[config.mk]
export PLATFORM = sky130hd
export DESIGN_NAME = cache_miss_ctrl
export DESIGN_NICKNAME = d
export VERILOG_FILES = /design/src/rtl/cache_miss_ctrl.sv
export SDC_FILE = /design/constraint.sdc
export NUM_CORES = 1
export LEC_CHECK = 0
export CORE_AREA = 2 2 157 159
export CTS_CLUSTER_DIAMETER = 120
export DETAILED_ROUTE_END_ITERATION = 10
export DIE_AREA = 0 0 159 161
export GPL_ROUTABILITY_DRIVEN = 0
export PLACE_DENSITY = 0.67
export RECOVER_POWER = 25
export SLEW_MARGIN = 10
export SYNTH_ARGS = -nofsm -noshare
export SYNTH_HDL_FRONTEND = slang
export SYNTH_SLANG_ARGS = --single-unit
[constraint.sdc]
create_clock -name clk -period 15.2 [get_ports clk]
set_input_delay 2.28 -clock clk [delete_from_list [all_inputs] [get_ports clk]]
set_output_delay 2.28 -clock clk [all_outputs]
set_load 0.1 [all_outputs]
[src/rtl/cache_miss_ctrl.sv]
// cache_miss_ctrl: round-robin miss handler for NCH cache channels sharing one
// line-wide memory port. A granted miss writes back a dirty victim, then
// fetches the missing line and strobes it into the requesting cache.
// Note: rst_n is an active-high asynchronous reset despite its name.
module cache_miss_ctrl #(
  parameter int NCH    = 2,
  parameter int ADDR_W = 14,
  parameter int LINE_W = 64
) (
  input  logic                  clk,
  input  logic                  rst_n,
  input  logic [NCH-1:0]        req,
  input  logic [NCH-1:0]        req_dirty,
  input  logic [NCH*ADDR_W-1:0] req_addr,
  input  logic [NCH*ADDR_W-1:0] req_victim_addr,
  input  logic [NCH*LINE_W-1:0] req_victim_data,
  input  logic [LINE_W-1:0]     mem_rd_data,
  input  logic                  mem_rdy,
  output logic [ADDR_W-1:0]     mem_addr,
  output logic                  mem_re,
  output logic                  mem_we,
  output logic [LINE_W-1:0]     mem_wdata,
  output logic [LINE_W-1:0]     fill_data,
  output logic [NCH-1:0]        fill_we,
  output logic [NCH-1:0]        grant,
  output logic                  freeze
);

  localparam int IDX_W = (NCH > 1) ? $clog2(NCH) : 1;

  typedef enum logic [1:0] {IDLE, WB, FILL, DONE} state_t;

  state_t             state_reg;
  logic [IDX_W-1:0]   rr_reg;         // channel searched first in the next IDLE
  logic [IDX_W-1:0]   gidx_reg;       // index of the channel being served
  logic [ADDR_W-1:0]  miss_addr_reg;  // missing line address latched at grant

  logic               pick_valid;
  logic [IDX_W-1:0]   pick_idx;

  // Reduce (v mod NCH) to a channel index.
  function automatic logic [IDX_W-1:0] wrap_idx(input int v);
    return IDX_W'(v % NCH);
  endfunction

  // Round-robin pick: first requesting channel at or above rr, wrapping.
  // Scanning from the farthest offset down lets the nearest one win.
  always_comb begin
    pick_valid = 1'b0;
    pick_idx   = '0;
    for (int k = NCH - 1; k >= 0; k--) begin
      if (req[wrap_idx(int'(rr_reg) + k)]) begin
        pick_valid = 1'b1;
        pick_idx   = wrap_idx(int'(rr_reg) + k);
      end
    end
  end

  // Stall the pipeline while any miss is pending or being serviced.
  assign freeze = (|req) | (state_reg != IDLE);

  // Miss FSM with registered memory-port and fill outputs.
  always_ff @(posedge clk or posedge rst_n) begin
    if (rst_n) begin
      state_reg     <= IDLE;
      rr_reg        <= '0;
      gidx_reg      <= '0;
      miss_addr_reg <= '0;
      grant         <= '0;
      fill_we       <= '0;
      fill_data     <= '0;
      mem_re        <= 1'b0;
      mem_we        <= 1'b0;
      mem_addr      <= '0;
      mem_wdata     <= '0;
    end else begin
      case (state_reg)
        IDLE: begin
          if (pick_valid) begin
            // Operands are captured here so later req_* changes cannot disturb service.
            gidx_reg      <= pick_idx;
            grant         <= NCH'(1) << pick_idx;
            miss_addr_reg <= req_addr[pick_idx*ADDR_W +: ADDR_W];
            mem_wdata     <= req_victim_data[pick_idx*LINE_W +: LINE_W];
            if (req_dirty[pick_idx]) begin
              mem_we    <= 1'b1;
              mem_addr  <= req_victim_addr[pick_idx*ADDR_W +: ADDR_W];
              state_reg <= WB;
            end else begin
              mem_re    <= 1'b1;
              mem_addr  <= req_addr[pick_idx*ADDR_W +: ADDR_W];
              state_reg <= FILL;
            end
          end
        end
        WB: begin
          if (mem_rdy) begin
            // Hand straight from write to read with no idle cycle between.
            mem_we    <= 1'b0;
            mem_re    <= 1'b1;
            mem_addr  <= miss_addr_reg;
            state_reg <= FILL;
          end
        end
        FILL: begin
          if (mem_rdy) begin
            mem_re    <= 1'b0;
            fill_data <= mem_rd_data;
            fill_we   <= grant;
            state_reg <= DONE;
          end
        end
        DONE: begin
          fill_we   <= '0;
          grant     <= '0;
          rr_reg    <= wrap_idx(int'(gidx_reg) + 1);
          state_reg <= IDLE;
        end
        default: state_reg <= IDLE;
      endcase
    end
  end

endmodule

Word-level counts from Yosys, hierarchy flattened
Cells that the tools add are included.

Input port bits: 255. Memories kept: 0. Logic and storage cells: 76. Bits in writable memories: 0. Bits in registers: 166. Bits in latches: 0. Memory bits (read-only): 0. Output and inout bits: 149.

Eq/ne operators: 8. Divide/modulo/power cells: 0. Add/subtract/negate cells: 2. Reductions and logical operators: 15. Multipliers: 1. Magnitude comparators: 3. Shift-type cells: 4. Bitwise gates (word level): 1. Multiplexer cells: 31.

Operator list (count): 128-bit by 8-bit indexed part select with 64-bit output (1); 28-bit by 6-bit indexed part select with 14-bit output (2); 14-bit 2-to-1 mux (3); 14-bit case mux with 2 select lines (1); 1-bit 2-to-1 mux (16); 2-bit 2-to-1 mux (6); 2-bit inequality test (second input constant) (5); 2-bit case mux with 2 select lines (2); 2-bit case mux with 4 select lines (1); 2-bit AND reduction (4); 2-bit nonzero test (4); 1-bit by 2-bit < comparator with 1-bit output (second input constant) (3); 3-bit AND reduction (2); 5-bit AND reduction (1); 2-bit equality test (second input constant) (2); 1-bit by 3-bit multiplier with 4-bit output (second input constant) (1); 4-bit AND reduction (1); 1-bit case mux with 3 select lines (1); 3-bit nonzero test (1); 1-bit adder (second input constant) (2); 2-bit by 1-bit equality test with 1-bit output (second input constant) (1); 2-bit logical NOT (1); 1-bit case mux with 2 select lines (1); 2-bit OR reduction (1); other kinds (2) (2).

Longest topological paths before layout
Depth after elaboration: 10. Depth in mapped cells: 9. Mapped depth without buffers: 6.

Least setup slack after synthesis
Ideal clock, no wire load.

Path type: input port to output port. Start: in req[1]. End: out freeze. Data arrival time: 2.935 ns. Slack: 9.985 ns. Path buffers: 1. Cell stages on the path: 2. Cells stage by stage: or3b_1 buf_2.

Cells in the longest elaborated chain, start to end: 2.

Ends and longest elaborated chain: from (decl) (line 12) `input logic [NCH-1:0] req,`; 2-bit OR reduction (line 60) `assign freeze = (|req) | (state_reg != IDLE);`; 1-bit OR (line 60); to (decl) (line 26) `output logic freeze`.

No other way between the ends.

Final worst setup path
Ends and elaborated chain as after synthesis.

==> flow_summary.ini <==
[floorplan]
die_x_um = 159
die_h_um = 161
initial_core_util_pct = 31.6
rows = 57
pin_count = 404
die_area_sq_um = 25600
core-area_sq_um = 24000

[worst_setup_path]
crit_path_cell_trace = dlygate4sd3_1, or3b_1, clkdlybuf4s50_1
cp_max_fo = 8
required_ns = 12.92
path_class = primary input to output port
arrival_ns = 4.54
cp-start-kind = primary input
max_stage_delay_ns = 1.20
crit_path_end_kind = output port
cp_slowest_cell = clkdlybuf4s50_1

[yosys]
yosys_warnings = 0
synth.largest_area_cell = dfrtp_1
synth_cell_types = 32
seq_area_frac_synth_pct = 54.9
postSynthAreaPerCell_sq_um = 11.6
synthDominantCellAreaShare_pct = 54.9
yosys_register_bits = 166
synth_area_leaders = dfrtp_1 (55%), mux2i_1 (11%), mux2_2 (9.5%)
synth-edff-count = 0
syn_area_sq_um = 7570
syn-instance-count = 654
syn_nets = 913
async_reset_ff_share_pct = 100
synth-main-ff-cell = dfrtp_1

[clock_tree]
clk_pin_slew_worst_paths_ns = 0.06
hold_buffers = 0
cts_tree = yes
cts_sinks = 166
post_cts_buffers = 0
clockBufferDepth = 2
cts-root-buf = clkbuf_16
cts_made_buffers = 17
cts_resized = 0
clock_latency_ns = 0.42
htree_num_levels = 4

[run_status]
outcome = finished, violations left
violations = max-capacitance violations, max-slew violations

[run]
maxCapViolCount = 2

[sta]
post-route-min-period_ns = 6.82
finalHoldViolCount = 0
slew_violations = 165
rsz0062_at_grt = false
fmax_ghz = 0.147
setup_tns_ns = 0
setup_viol = 0
worst_pin_slew_ns = 4.27
finalCritPeriodShare_pct = 44.9
setup_slack_ns = 8.38
clock-skew-final_ns = 0.0162
timing.slew.headroom_pct = -186

[place]
io_buffers = 403
dp_slack_ns = 8.44
placed_area_sq_um = 11900
place_hpwl_um = 17200

[cells_and_area]
drive_gt1_share_pct = 11.1
num-fill-cells = 2228
final_util_pct = 51.9
area_delta_synth_final_pct = 64.3
nets = 1293
reg.largest.list = fill_data (64), mem_wdata (64)
final_area_sq_um = 12400

[global_route]
grt_overflow_total = 0
grt_pass1_wl_um = 36500
grt_pass1_vias = 6462
grt_start_max_net_pins = 114
antenna_found_initial = 1
track_usage_pct = 18.1

[detailed_routing]
vias = 6400
ant_nets = 0
routedWlPerCell_um = 17.0
firstDrtPassIters = 5
via_per_inst = 4.66
wirelength_um = 23300
drcViolationCount = 0
drt_iter0_drc = 283

[worst_hold_path]
hold_path_class = register to register
==> routing by layer <==
metal	global-route usage, %	up-vias	part of all wire [%]
li1	-	3091	-
met1	21.4	3013	41
met2	31.8	270	50
met3	5.42	26	7.4
met4	5.74	0	2.1
met5	0	-	0
==> cells in the final DEF, fill, tap and decap left out, types with 2 or more instances in the layout <==
cell | netlist | layout
clkbuf_1 | 29 | 2
o21ai_0 | 82 | 82
mux2_2 | 64 | 64
clkinv_2 | 0 | 2
inv_1 | 9 | 8
nand2b_1 | 6 | 6
o31ai_1 | 15 | 15
inv_6 | 0 | 5
clkinvlp_4 | 0 | 2
dlygate4sd3_1 | 0 | 3
nor2_1 | 2 | 2
nand2_1 | 85 | 83
clkinv_4 | 0 | 2
clkbuf_16 | 0 | 17
a211oi_1 | 29 | 29
dfrtp_1 | 166 | 166
buf_4 | 0 | 6
o211ai_1 | 3 | 3
a22oi_2 | 10 | 10
ha_1 | 4 | 4
mux2i_1 | 81 | 81
o22ai_1 | 2 | 2
a21o_1 | 2 | 2
nor2b_1 | 29 | 29
a22oi_1 | 4 | 4
clkdlybuf4s50_1 | 0 | 400
==> worst paths after layout <==
| kind | cells after the start | to | start | slack [ns] |
|---|---|---|---|---|
| max | 3 | freeze | req[1] | 8.38 |
| max in group asynchronous | 3 | mem_wdata[21] | rst_n | 9.23 |
| min in group asynchronous | 2 | fill_data[54] | rst_n | 3.57 |
| min | 1 | rr_reg | gidx_reg | 0.46 |
| min reg2reg | 1 | rr_reg | gidx_reg | 0.46 |
| max reg2reg | 5 | fill_data[51] | state_reg[0] | 11.26 |
==> metrics by stage <==
stage	hold WS [ns]	std cells
final	0.460	1372
after floorplan	0.426	654
after global placement	0.437	1339
after global routing	0.503	1372
after CTS	0.460	1371
after detailed placement	0.452	1339
==> final cells by class <==
cell class / instances / area, sq um / share of cell area, %
Inverter: 9 / 35.0 / 0.282
Timing Repair Buffer: 410 / 4080 / 32.8
Sequential cell: 166 / 4150 / 33.4
Multi-Input combinational cell: 430 / 3180 / 25.6
Antenna cell: 1 / 2.50 / 0.0201
Clock buffer: 18 / 429 / 3.45
Tap cell: 324 / 405 / 3.26
Clock inverter: 14 / 144 / 1.16
==> worst max-delay path: cells and delay by family <==
family,cells,cell delay [ns]
buf+inv,2,1.97
simple gates,1,0.28
==> synthesized netlist by cell type, drive strengths merged (2+ instances only) <==
master  count
mux2i      81
o211ai      3
buf        20
a21o        2
dfrtp     166
nand2      85
inv         9
and3        2
o22ai       2
o21ai      83
nor2        2
mux2       64
clkbuf     29
ha          4
nand2b      6
o31ai      15
nor2b      29
a22oi      14
a211oi     29
==> logic make-up after synthesis <==
kind of cell	share of synthesized area (%)
DFF	54.9
AOI/OAI and AO/OA	13.0
muxes	20.2
and+or+nand+nor	7.82
buffers and inverters	3.37
adders and majority gates	0.661
Power is left out: the tool's default activity adds up to more than one toggle a clock period on the data nets, which glitch-free logic cannot reach.
